==> src/rtl/occupancy_alloc_ctrl_pkg.sv <==
// Shared constants and FSM encoding for the occupied-width allocation controller.
package occupancy_alloc_ctrl_pkg;

   localparam int ID_W   = 4;
   localparam int OCC_W  = 7;
   localparam int ITEM_W = 5;

   localparam logic [OCC_W-1:0]  CAP     = 7'd127;
   localparam logic [ITEM_W-1:0] W_MIN   = 5'd4;
   localparam logic [ITEM_W-1:0] W_MAX   = 5'd16;
   localparam logic [ID_W-1:0]   FULL_ID = 4'd13;

   typedef enum logic [2:0] {
      S_IDLE,
      S_RD,
      S_CHK,
      S_WR,
      S_RESP
   } state_e;

endpackage

==> src/rtl/occupancy_fit_select.sv <==
// Three-way capacity check with fixed priority: candidate 0 beats 1 beats 2.
module occupancy_fit_select
   import occupancy_alloc_ctrl_pkg::*;
(
   input  logic [ITEM_W-1:0] item_i,
   input  logic [ID_W-1:0]   id1_i,
   input  logic [ID_W-1:0]   id2_i,
   input  logic [ID_W-1:0]   id3_i,
   input  logic [OCC_W-1:0]  width1_i,
   input  logic [OCC_W-1:0]  width2_i,
   input  logic [OCC_W-1:0]  width3_i,
   output logic              hit_o,
   output logic [1:0]        idx_o,
   output logic [OCC_W-1:0]  sum_o
);

   logic [ID_W-1:0]  id_k  [3];
   logic [OCC_W-1:0] occ_k [3];
   logic [OCC_W:0]   sum_k [3];
   logic [2:0]       fit_k;

   always_comb begin
      // NOTE: every variable gets a default before any conditional write,
      // otherwise synthesis infers a latch to hold the old value.
      hit_o = 1'b0;
      idx_o = '0;
      sum_o = '0;
      id_k[0]  = id1_i;
      id_k[1]  = id2_i;
      id_k[2]  = id3_i;
      occ_k[0] = width1_i;
      occ_k[1] = width2_i;
      occ_k[2] = width3_i;
      // Sum is one bit wider than occupancy so an overflow cannot wrap into a fit.
      for (int k = 0; k < 3; k++) begin
         sum_k[k] = {1'b0, occ_k[k]} + {{(OCC_W + 1 - ITEM_W){1'b0}}, item_i};
         fit_k[k] = (sum_k[k] <= {1'b0, CAP}) && (id_k[k] <= FULL_ID);
      end
      // Scan lowest priority first so the highest-priority fit is written last.
      for (int k = 2; k >= 0; k--) begin
         if (fit_k[k]) begin
            hit_o = 1'b1;
            idx_o = 2'(k);
            sum_o = sum_k[k][OCC_W-1:0];
         end
      end
   end

endmodule

==> src/rtl/occupancy_alloc_ctrl.sv <==
// Requester side of the per-ID occupied-width memory: read three candidates,
// place the item in the first that fits, write back the added width, report.
module occupancy_alloc_ctrl
   import occupancy_alloc_ctrl_pkg::*;
(
   input  logic       clk,
   input  logic       rst,
   input  logic       in_valid,
   output logic       in_ready,
   input  logic [4:0] item_width,
   input  logic [3:0] id1,
   input  logic [3:0] id2,
   input  logic [3:0] id3,
   output logic       ram_en,
   output logic       ram_we,
   output logic [3:0] ram_write_id,
   output logic [4:0] ram_write_width,
   output logic [3:0] ram_id1,
   output logic [3:0] ram_id2,
   output logic [3:0] ram_id3,
   input  logic [6:0] ram_width1,
   input  logic [6:0] ram_width2,
   input  logic [6:0] ram_width3,
   output logic       out_valid,
   input  logic       out_ready,
   output logic       out_hit,
   output logic [3:0] out_id,
   output logic [6:0] out_new_width,
   output logic       out_err
);

   state_e            state_q, state_d;
   logic [ITEM_W-1:0] item_q, item_d;
   logic [ID_W-1:0]   cid1_q, cid1_d, cid2_q, cid2_d, cid3_q, cid3_d;
   logic              hit_q, hit_d, err_q, err_d;
   logic [ID_W-1:0]   res_id_q, res_id_d;
   logic [OCC_W-1:0]  res_w_q, res_w_d;

   logic              fit_hit;
   logic [1:0]        fit_idx;
   logic [OCC_W-1:0]  fit_sum;
   logic [ID_W-1:0]   fit_id;
   logic              width_ok;

   occupancy_fit_select u_fit (
      .item_i   (item_q),
      .id1_i    (cid1_q),
      .id2_i    (cid2_q),
      .id3_i    (cid3_q),
      .width1_i (ram_width1),
      .width2_i (ram_width2),
      .width3_i (ram_width3),
      .hit_o    (fit_hit),
      .idx_o    (fit_idx),
      .sum_o    (fit_sum)
   );

   always_comb begin
      case (fit_idx)
         2'd0:    fit_id = cid1_q;
         2'd1:    fit_id = cid2_q;
         default: fit_id = cid3_q;
      endcase
   end

   assign width_ok = (item_width >= W_MIN) && (item_width <= W_MAX);

   always_comb begin
      state_d  = state_q;
      item_d   = item_q;
      cid1_d   = cid1_q;
      cid2_d   = cid2_q;
      cid3_d   = cid3_q;
      hit_d    = hit_q;
      err_d    = err_q;
      res_id_d = res_id_q;
      res_w_d  = res_w_q;
      case (state_q)
         S_IDLE: begin
            if (in_valid) begin
               item_d   = item_width;
               cid1_d   = id1;
               cid2_d   = id2;
               cid3_d   = id3;
               hit_d    = 1'b0;
               err_d    = !width_ok;
               res_id_d = FULL_ID;
               res_w_d  = '0;
               state_d  = width_ok ? S_RD : S_RESP;
            end
         end
         S_RD:  state_d = S_CHK;
         S_CHK: begin
            if (fit_hit) begin
               res_id_d = fit_id;
               res_w_d  = fit_sum;
               state_d  = S_WR;
            end else begin
               res_id_d = FULL_ID;
               res_w_d  = '0;
               state_d  = S_RESP;
            end
         end
         S_WR: begin
            hit_d   = 1'b1;
            state_d = S_RESP;
         end
         S_RESP: begin
            if (out_ready) state_d = S_IDLE;
         end
         default: state_d = S_IDLE;
      endcase
   end

   always_ff @(posedge clk) begin
      // NOTE: sequential state uses non-blocking assignments so every register
      // samples the pre-edge value, independent of statement order.
      if (!rst) begin
         state_q  <= S_IDLE;
         item_q   <= '0;
         cid1_q   <= '0;
         cid2_q   <= '0;
         cid3_q   <= '0;
         hit_q    <= 1'b0;
         err_q    <= 1'b0;
         res_id_q <= FULL_ID;
         res_w_q  <= '0;
      end else begin
         state_q  <= state_d;
         item_q   <= item_d;
         cid1_q   <= cid1_d;
         cid2_q   <= cid2_d;
         cid3_q   <= cid3_d;
         hit_q    <= hit_d;
         err_q    <= err_d;
         res_id_q <= res_id_d;
         res_w_q  <= res_w_d;
      end
   end

   // Memory strobes decode straight from state, so a reset drops any pending write.
   assign in_ready        = (state_q == S_IDLE);
   assign out_valid       = (state_q == S_RESP);
   assign ram_en          = (state_q == S_RD) || (state_q == S_WR);
   assign ram_we          = (state_q == S_WR);
   assign ram_id1         = (state_q == S_RD) ? cid1_q : '0;
   assign ram_id2         = (state_q == S_RD) ? cid2_q : '0;
   assign ram_id3         = (state_q == S_RD) ? cid3_q : '0;
   assign ram_write_id    = (state_q == S_WR) ? res_id_q : '0;
   assign ram_write_width = (state_q == S_WR) ? item_q : '0;
   assign out_hit         = hit_q;
   assign out_err         = err_q;
   assign out_id          = res_id_q;
   assign out_new_width   = res_w_q;

endmodule

==> config.mk <==
export PLATFORM = sky130hd
export DESIGN_NAME = occupancy_alloc_ctrl
export DESIGN_NICKNAME = d
export VERILOG_FILES = /design/src/rtl/occupancy_alloc_ctrl_pkg.sv /design/src/rtl/occupancy_fit_select.sv /design/src/rtl/occupancy_alloc_ctrl.sv
export SDC_FILE = /design/constraint.sdc
export NUM_CORES = 1
export LEC_CHECK = 0
export ABC_AREA = 1
export CORE_MARGIN = 2
export CORE_UTILIZATION = 49
export CTS_BUF_LIST = sky130_fd_sc_hd__clkbuf_8
export DETAILED_ROUTE_END_ITERATION = 7
export GPL_TIMING_DRIVEN = 0
export PLACE_DENSITY = 0.93
export SETUP_SLACK_MARGIN = 0.05
export SYNTH_ARGS = -nofsm -noshare
export SYNTH_HDL_FRONTEND = slang
export SYNTH_SLANG_ARGS = --single-unit
==> constraint.sdc <==
create_clock -name clk -period 2.1 [get_ports clk]
set_input_delay 0.21 -clock clk [delete_from_list [all_inputs] [get_ports clk]]
set_output_delay 0.21 -clock clk [all_outputs]
set_load 0.05 [all_outputs]
After elaboration in Yosys (flattened, before gate mapping)
Index checks and enable logic that the tools add are counted.
{"block": "totals", "reg_bits": 33, "wordCells": 69}
{"block": "op_classes", "add_sub_neg": 3, "magnitude_cmp": 8, "n_eq_ne": 7, "n_mux": 28, "n_reduce_logical": 14}
{"operator": "7-bit 2-to-1 mux", "count": 5}
{"operator": "7-bit by 5-bit adder with 8-bit output", "count": 3}
{"operator": "8-bit by 7-bit less-or-equal comparator with 1-bit output (second input constant)", "count": 3}
{"operator": "4-bit 2-to-1 mux", "count": 6}
{"operator": "4-bit one-hot mux with 2 select lines", "count": 2}
{"operator": "3-bit one-hot mux with 5 select lines", "count": 1}
{"operator": "7-bit one-hot mux with 2 select lines", "count": 1}
{"operator": "4-bit less-or-equal comparator (second input constant)", "count": 3}
{"operator": "3-bit 2-to-1 mux", "count": 4}
{"operator": "2-bit AND reduction", "count": 4}
{"operator": "3-bit by 2-bit equality test with 1-bit output (second input constant)", "count": 2}
{"operator": "2-bit 2-to-1 mux", "count": 3}
{"operator": "5-bit by 3-bit greater-or-equal comparator with 1-bit output (second input constant)", "count": 1}
{"operator": "5-bit less-or-equal comparator (second input constant)", "count": 1}
{"operator": "5-bit 2-to-1 mux", "count": 1}
{"operator": "1-bit logical AND", "count": 4}
{"operator": "1-bit 2-to-1 mux", "count": 4}
{"operator": "2-bit nonzero test", "count": 2}
{"operator": "3-bit by 1-bit equality test with 1-bit output (second input constant)", "count": 1}
{"operator": "3-bit equality test (second input constant)", "count": 1}
{"operator": "3-bit logical NOT", "count": 1}
{"operator": "2-bit by 1-bit equality test with 1-bit output (second input constant)", "count": 1}
{"operator": "2-bit logical NOT", "count": 1}
{"operator": "2-bit by 1-bit inequality test with 1-bit output (second input constant)", "count": 1}
{"operator": "4 further kinds", "count": 4}

Longest topological paths before layout
{"block": "depth", "depth_word": 10, "ltp_mapped": 12, "depth_no_buf": 12}

Modules after synthesis
Synthesis repeated with hierarchy kept, for this count alone.
{"block": "unflattened", "hier_cells": 413, "area_unflattened_um2": 2597.5}
{"module": "occupancy_alloc_ctrl", "n_inst": 1, "cells_per_inst": 226, "area_each_um2": 1505.2, "seq_area_each_um2": 660.6}
{"module": "occupancy_fit_select", "n_inst": 1, "cells_per_inst": 187, "area_each_um2": 1092.3, "seq_area_each_um2": 0.0}

Worst setup path before layout
No wires, ideal clock.
{"block": "synth_timing", "path_type": "register to output", "startpoint": "register state_q[0]", "endpoint": "output ram_id1[0]", "t_arrival_ps": 2347, "required_time_ps": 1890, "setup_slack_ps": -457, "path_stages_with_launch": 6, "cell_sequence": "dfxtp_1 inv_1 nor2_1 nand2_1 clkbuf_1 nor2_1"}
{"block": "synth_via", "elab_chain_cells": 2}
{"element": "start: declaration", "line": "occupancy_alloc_ctrl.sv:32", "rtl": "state_e state_q, state_d;"}
{"element": "start signal: assignment", "line": "occupancy_alloc_ctrl.sv:129", "rtl": "state_q <= state_d;"}
{"element": "3-bit by 1-bit equality test with 1-bit output", "line": "occupancy_alloc_ctrl.sv:146", "rtl": "assign ram_id1 = (state_q == S_RD) ? cid1_q : '0;"}
{"element": "4-bit 2-to-1 mux", "line": "occupancy_alloc_ctrl.sv:146"}
{"element": "end: declaration", "line": "occupancy_alloc_ctrl.sv:18", "rtl": "output logic [3:0] ram_id1,"}
Every way passes these cells.

Worst setup path after layout
{"block": "layout_timing", "startpoint": "register state_q[0]", "endpoint": "output ram_id1[1]"}
The elaborated chain is that of the path after synthesis.

==> implementation parameters <==
Parameter                              Value

Status
  Outcome    finished clean

Placement
  Final estimated routing congestion in global placement    between 0.9 and 1
  Number of input and output port buffers inserted    about 80
  HPWL after detailed placement    a little under 6 mm
  Placed instance count    roughly 550
  Post-place setup slack    -0.2865 ns

Setup path
  Arrival time reported for the critical path endpoint    1.78 ns
  Worst setup path startpoint    state_q[0]
  Critical path, cell by cell    inv_1, nor2_4, nand2_1, clkbuf_4, nor2_4, clkdlybuf4s15_2
  Gate family responsible for the most delay along the worst path    buffers and inverters
  Crit path depth    6
  Critical register-to-register path endpoint    out_id[2]
  Flop-to-flop setup slack    0.18 ns
  Critical path required time    about 1.9 ns
  Critical register-to-register path startpoint    item_q[2]
  Stage delay of the slowest cell on the critical path    0.42 ns
  Kind of end point of the critical path    output pin
  Buffers plus inverters on the worst setup path    3
  Worst setup path category    register to output pin
  Maximum net fanout on the critical path    10
  Endpoint of the worst setup timing path    ram_id1[1]
  Cell type of the slowest stage on the worst timing path    dfxtp_2
  Most common cell type on the critical path    nor2_4
  FF-to-FF path depth    11
  Startpoint Class    register

Synthesis
  Post-synthesis instance total    399
  Number of warnings printed during yosys synthesis    0
  Largest cells by area after synthesis    dfxtp_1 26%, nand2_1 15%, inv_1 9.1%, ha_1 7.4%, a21oi_1 6.5%
  Register bit total from synthesis    33
  Unique masters post-synth    32
  Post-Syn Area    2549 sq um
  Top cell type by total area after synthesis    dfxtp_1
  Mapped Nets    459
  Post-synth top area share    0.2592
  Post-synthesis sequential area ratio    0.2592
  Synthesized area divided by synthesized cell count    6.388 sq um

Floorplan
  Initial standard-cell utilization of the core    0.5022
  Die boundary width    76.12 um
  Die Outline Area    5794 sq um
  Number of rows in the core area    26
  Die Height    76.12 um
  Core Region    5075 sq um
  I/O Pins    80

Drt
  Drt total wl    ~7.3 mm
  Total number of vias    ~2900
  Vias per std cell    5.189
  Length of the first detailed-routing pass in iterations    5
  DRC Markers    0
  DR iter-0 viols    208
  Average routed wire per standard cell    13.16 um
  Remaining number of nets flagged by the antenna check after routing    0

Power and ir drop
  VDD IR-drop max    0.4966 mV
  Leakage power of the design    1.668 nW
  Power per cell area    661.2 nW/um^2

Timing
  Layout Skew    0.008287 ns
  Final Hold Slack    about 0.29 ns
  Final Worst Setup Slack    approximately 0.11 ns
  Share of the clock period used by the worst path    0.9499
  Setup TNS    0 ns
  Min Tclk post-route    1.995 ns
  Setup repair after global routing missed its margin    yes
  Final setup violation count    0
  Worst rel slew slack    0.6485
  Highest Clock Rate    around 500 MHz
  Number of pins exceeding their max-slew limit in the final report    0
  Transition time of the tightest slew-check pin    0.5256 ns
  Final hold violation count    0

Cells and area
  Commonest non-fill, non-tap cell in the layout    nand2_1
  Proportion of layout cells with a drive suffix above 1    0.1608
  Total of fill cells in the finished design    approximately 410
  Final layout net count    544
  Commonest cells after routing, fill and taps aside    99 x nand2_1, 62 x inv_1, 54 x clkdlybuf4s50_1
  Number of antenna diodes    0
  Layout overhead on the synthesized area    40.65%
  Non-filler instance count after layout    555

Clock network
  # clock sinks    33
  CTS hold repair buffers    0
  Level count of the clock H-tree    2
  Clk buf depth    2
  Clock-pin slew on the worst setup and hold paths    ~0.07 ns
  Cell chosen for the clock root    clkbuf_8
  Worst skew pair latency    about 0.29 ns
  CTS tree    yes
  Total CTS buffers    5

Global routing
  Met3 track demand over resource in global routing    0.05450
  Combined global-route utilization of all metal layers    0.2599
  Global-route wire length before repair    12.39 mm
  Largest net degree at the start of global routing    13
  Busiest metal layer after global routing    met2
  Total grt overflow    0
  Met2 routing resource usage after global routing    0.4643
  Number of antenna violations at the first check in global routing    0
  Number of global-route vias before repair    2697
  Met1 track demand over resource in global routing    0.3137

Min path
  Classification of the worst-slack hold path    primary input to register

Flow run
  Total of max-cap violations    0
-- per-layer routing --
layer  share of wire  wire length [um]
met3           0.056               408
met5               0                 0
met4           0.020               146
met1            0.43              3150
met2            0.49              3600
-- logic make-up (layout without fill, tap and decap cells) --
group | after synthesis | in the layout | synth area share
flip-flops | 33 | 33 | 0.2592
AO/OA/AOI/OAI | 68 | 68 | 0.1438
adder cells (fa/ha/maj) | 18 | 18 | 0.09720
buffers and inverters | 74 | 160 | 0.1134
AND/OR/NAND/NOR | 199 | 199 | 0.3623
XOR/XNOR | 7 | 7 | 0.02406
-- how the worst min path moves through the flow --
| stage | startpoint | to | slack, ns | cells after the start |
|---|---|---|---|---|
| after global routing | rst | cid2_q[1] | 0.31 | 3 |
| after floorplan | out_ready | state_q[2] | 0.39 | 3 |
| after CTS | rst | cid1_q[1] | 0.28 | 3 |
| final | rst | item_q[2] | 0.29 | 3 |
| after global placement | out_new_width[1] | out_new_width[1] | 0.45 | 2 |
| after detailed placement | out_new_width[4] | out_new_width[4] | 0.46 | 2 |
-- area by class of cell --
cell class	instances	area, sq um	share of cell area
multi-input cells	292	1677	0.4677
repair buffers	79	760.7	0.2122
flip-flops and latches	33	669.4	0.1867
inverters	64	240.2	0.06702
clock buffers	7	96.34	0.02688
well taps	70	87.58	0.02443
plain buffers	9	48.80	0.01361
clock inverters	1	5.005	0.001396
-- synth_stat cells --
cell and n:
or2_4 1, nor2_2 4, o31ai_1 1, buf_4 1, a21oi_2 4, o21ai_1 3, xnor2_1 4, a21o_1 1
inv_2 2, nor3_4 2, buf_6 1, a21oi_1 33, nand3_4 2, or2_2 1, o211ai_1 1, nand3_2 3
nand2_2 5, inv_1 62, nand3b_1 1, nand4_1 8, o311ai_0 1, fa_1 3, o21ai_0 24, nor2_1 41
nor3_1 1, clkbuf_1 8, nand2_1 100, ha_1 15, nor2_4 2, xor2_1 3, nand3_1 28, dfxtp_1 33
-- stage by stage --
stage	power, W	util	cell area (sq um)
after floorplan	0.001500	-	2591
after global placement	0.001786	0.6817	3460
after detailed placement	0.001814	0.6817	3460
after CTS	0.002339	0.7056	3581
after global routing	0.002522	0.7064	3585
final	0.002370	0.7064	3585
-- repair_timing --
action / 4_1_cts / 5_1_grt
endpoints found under the setup margin: 23 / 29
resized for setup: 66 / 26
hold endpoints to repair: 0 / 0
buffers inserted: 0 / 1
pin swaps: 0 / 1
-- worst register-to-register path: cells and delay by family (launching register included) --
kind                       cells  cell delay, ns
DFF                            1            0.40
AOI/OAI and AO/OA              2            0.30
adders and majority gates      1            0.33
and+or+nand+nor                7            0.61
buffers and inverters          1            0.19
-- state kept, by name, summed over array words and instances, names as in the netlist --
| name | count |
|---|---|
| out_new_width | 7 |
| item_q | 5 |
| cid1_q | 4 |
| cid2_q | 4 |
| cid3_q | 4 |
| out_id | 4 |
| state_q | 3 |
| out_err | 1 |
| out_hit | 1 |
-- where the power goes --
part / internal, W / total [W] / switching [W]
clock: 0.000296 / 0.000535 / 0.000239
combinational: 0.000398 / 0.00104 / 0.000641
sequential: 0.000709 / 0.000795 / 0.0000869
total: 0.00140 / 0.00237 / 0.000967
No activity file was read; power rests on OpenSTA's default activity.
==> variant: new RTL, same flow settings <==
The 5 states of `state_e` get a one-hot encoding in 5 bits.
--- a/src/rtl/occupancy_alloc_ctrl_pkg.sv
+++ b/src/rtl/occupancy_alloc_ctrl_pkg.sv
@@ -11,10 +11,10 @@
    localparam logic [ID_W-1:0]   FULL_ID = 4'd13;
 
-   typedef enum logic [2:0] {
-      S_IDLE,
-      S_RD,
-      S_CHK,
-      S_WR,
-      S_RESP
+   typedef enum logic [4:0] {
+      S_IDLE = 5'b00001,
+      S_RD   = 5'b00010,
+      S_CHK  = 5'b00100,
+      S_WR   = 5'b01000,
+      S_RESP = 5'b10000
    } state_e;
 
Behaviour: same outputs for any inputs over 10 cycles, from zero or initial values and one cycle with rst low; not proved beyond that.
==> variant against the original RTL <==
- highest routed layer unchanged
- via count rose by 6.2%
- register-to-register slack barely moved
- sequential cell count rose by 2
- clock power fell by 9.9%
- synthesized area rose by 7.1%
- final area rose by 3.1%
- setup slack improved by 18 ps
- power fell by 9.4%
- synthesized cell count rose by 5.3%
- sequential share of layout area rose by 0.43 points
- die area rose by 6.7%
- wire length rose by 9.6%
==> variant: results (changes against the original RTL) <==
stage,metric,value,unit,change
worst_setup_path,worst r2r dst,out_id[0],,
final_layout,fraction of area in clock buffers and inverters,2.303,%,-0.52 points
worst_setup_path,r2r startpoint,item_q[3],,
worst_setup_path,Worst Setup SP,state_q[2],,
route,drt wl/cell,13.83,µm,+5.1%
clock_network,Max clock buf depth,2,,unchanged
worst_setup_path,capture point of the worst path,ram_id1[2],,
synth,post-synthesis sequential area ratio,25.68,%,-0.24 points
placement,gpl congestion,0.9105,,-0.92%
worst_setup_path,Critical Path Fanout Max,10,,unchanged
final_layout,fraction of area in multi-input gates,47.85,%,+1.1 points
final_layout,inverters,68,,+6.3%
outcome,status,finished clean,,
final_layout,#MultiIn Comb,308,,+5.5%
synth,Synth Area in Adders,9.078,%,-0.64 points
clock_network,clk sink count,35,,+6.1%
placement,dpl ws,-225.0,ps,+61.46 ps
clock_network,# resized after CTS,110,,+67%
synth,xor/xnor share of the synthesized area,2.568,%,+0.16 points
worst_hold_path,worst hold start,out_new_width[3],,
final_layout,fill count,453,,+10%
worst_setup_path,"slowest stage delay, CP",360,ps,-60 ps
route,initial DRC count,197,,-5.3%
placement,placed insts,571,,+4.4%
synth,Cells after Synth,420,,+5.3%
timing,WHS,466.8,ps,+181.2 ps
power_and_ir_drop,maximum vdd drop,0.3939,mV,-21%
timing,Final Cycle Share,94.15,%,-0.84 points
worst_setup_path,Critical Path Slowest Stage Cell,dfxtp_1,,
worst_setup_path,R2R cell count,12,,+1
placement,placed wire-length estimate,6139,µm,+4.7%
worst_hold_path,Hold Path Class,reg2reg,,
final_layout,Data buffer area share,21.40,%,-1.2 points
timing,Slew @ Worst Pin,549.0,ps,+23.48 ps
synth,Netlist cell types,34,,+6.3%
route,drt total wl,8007,µm,+9.6%
placement,Buffers on Ports,79,,+1.3%
final_layout,Storage cell area,705.7,µm²,+5.4%
synth,mux share of post-synthesis cell area,0.3668,%,+0.37 points
synth,compound-cell area share of the yosys netlist,12.65,%,-1.7 points
final_layout,clock buffer count,5,,-2
global_routing,total track usage,26.16,%,+0.17 points
route,via/cell ratio,5.283,,+1.8%
final_layout,layout cells sized above 1,16.57,%,+0.49 points
global_routing,vias in the first global route,2940,,+9.0%
synth,"Net Count, Synth",480,,+4.6%
worst_hold_path,WHS Path Cells,2,,-1
global_routing,first-pass GRT wire length,12830,µm,+3.5%
worst_hold_path,Hold Crit Endpoint,out_new_width[3],,
global_routing,pin count of the biggest net entering global routing,12,,-1
clock_network,H-Tree Depth,2,,unchanged
timing,skew final,7.841,ps,-0.4455 ps
synth,Commonest cells post-synth,"nand2_1 (102), inv_1 (64), nor2_1 (54)",,
## variant: changes by cell type after synthesis, moves of 4 or more
cell and delta:
clkbuf_1 -4, o21ai_0 -7, nand3b_1 +4, o21ai_1 +6, nor2_1 +13, nand3_1 -4, a21oi_1 -7
## variant: report_power, final
group | internal [W] | switching, W
logic | 0.000334 | 0.000536
clock network | 0.000227 | 0.000255
registers | 0.000734 | 0.0000623
total | 0.00130 | 0.000853
## variant: stage by stage
step	setup TNS (ps)	area (µm²)
after global routing	0	3695
after global placement	-2194	3643
after detailed placement	-3340	3643
final	0	3695
after CTS	0	3640
after floorplan	0	2763
## variant: per-layer routing
layer	GRT usage [%]	vias to the layer above	part of all wire, %
met2	46.41	132	49
li1	-	1509	-
met4	13.16	0	3.8
met3	4.943	29	7.0
met1	29.74	1389	40
met5	0	-	0
## variant: critical path, delay by kind of cell, from the launching register on
kind | cells | cell delay, ps
buf+inv | 3 | 590
flops | 1 | 360
simple gates | 4 | 530
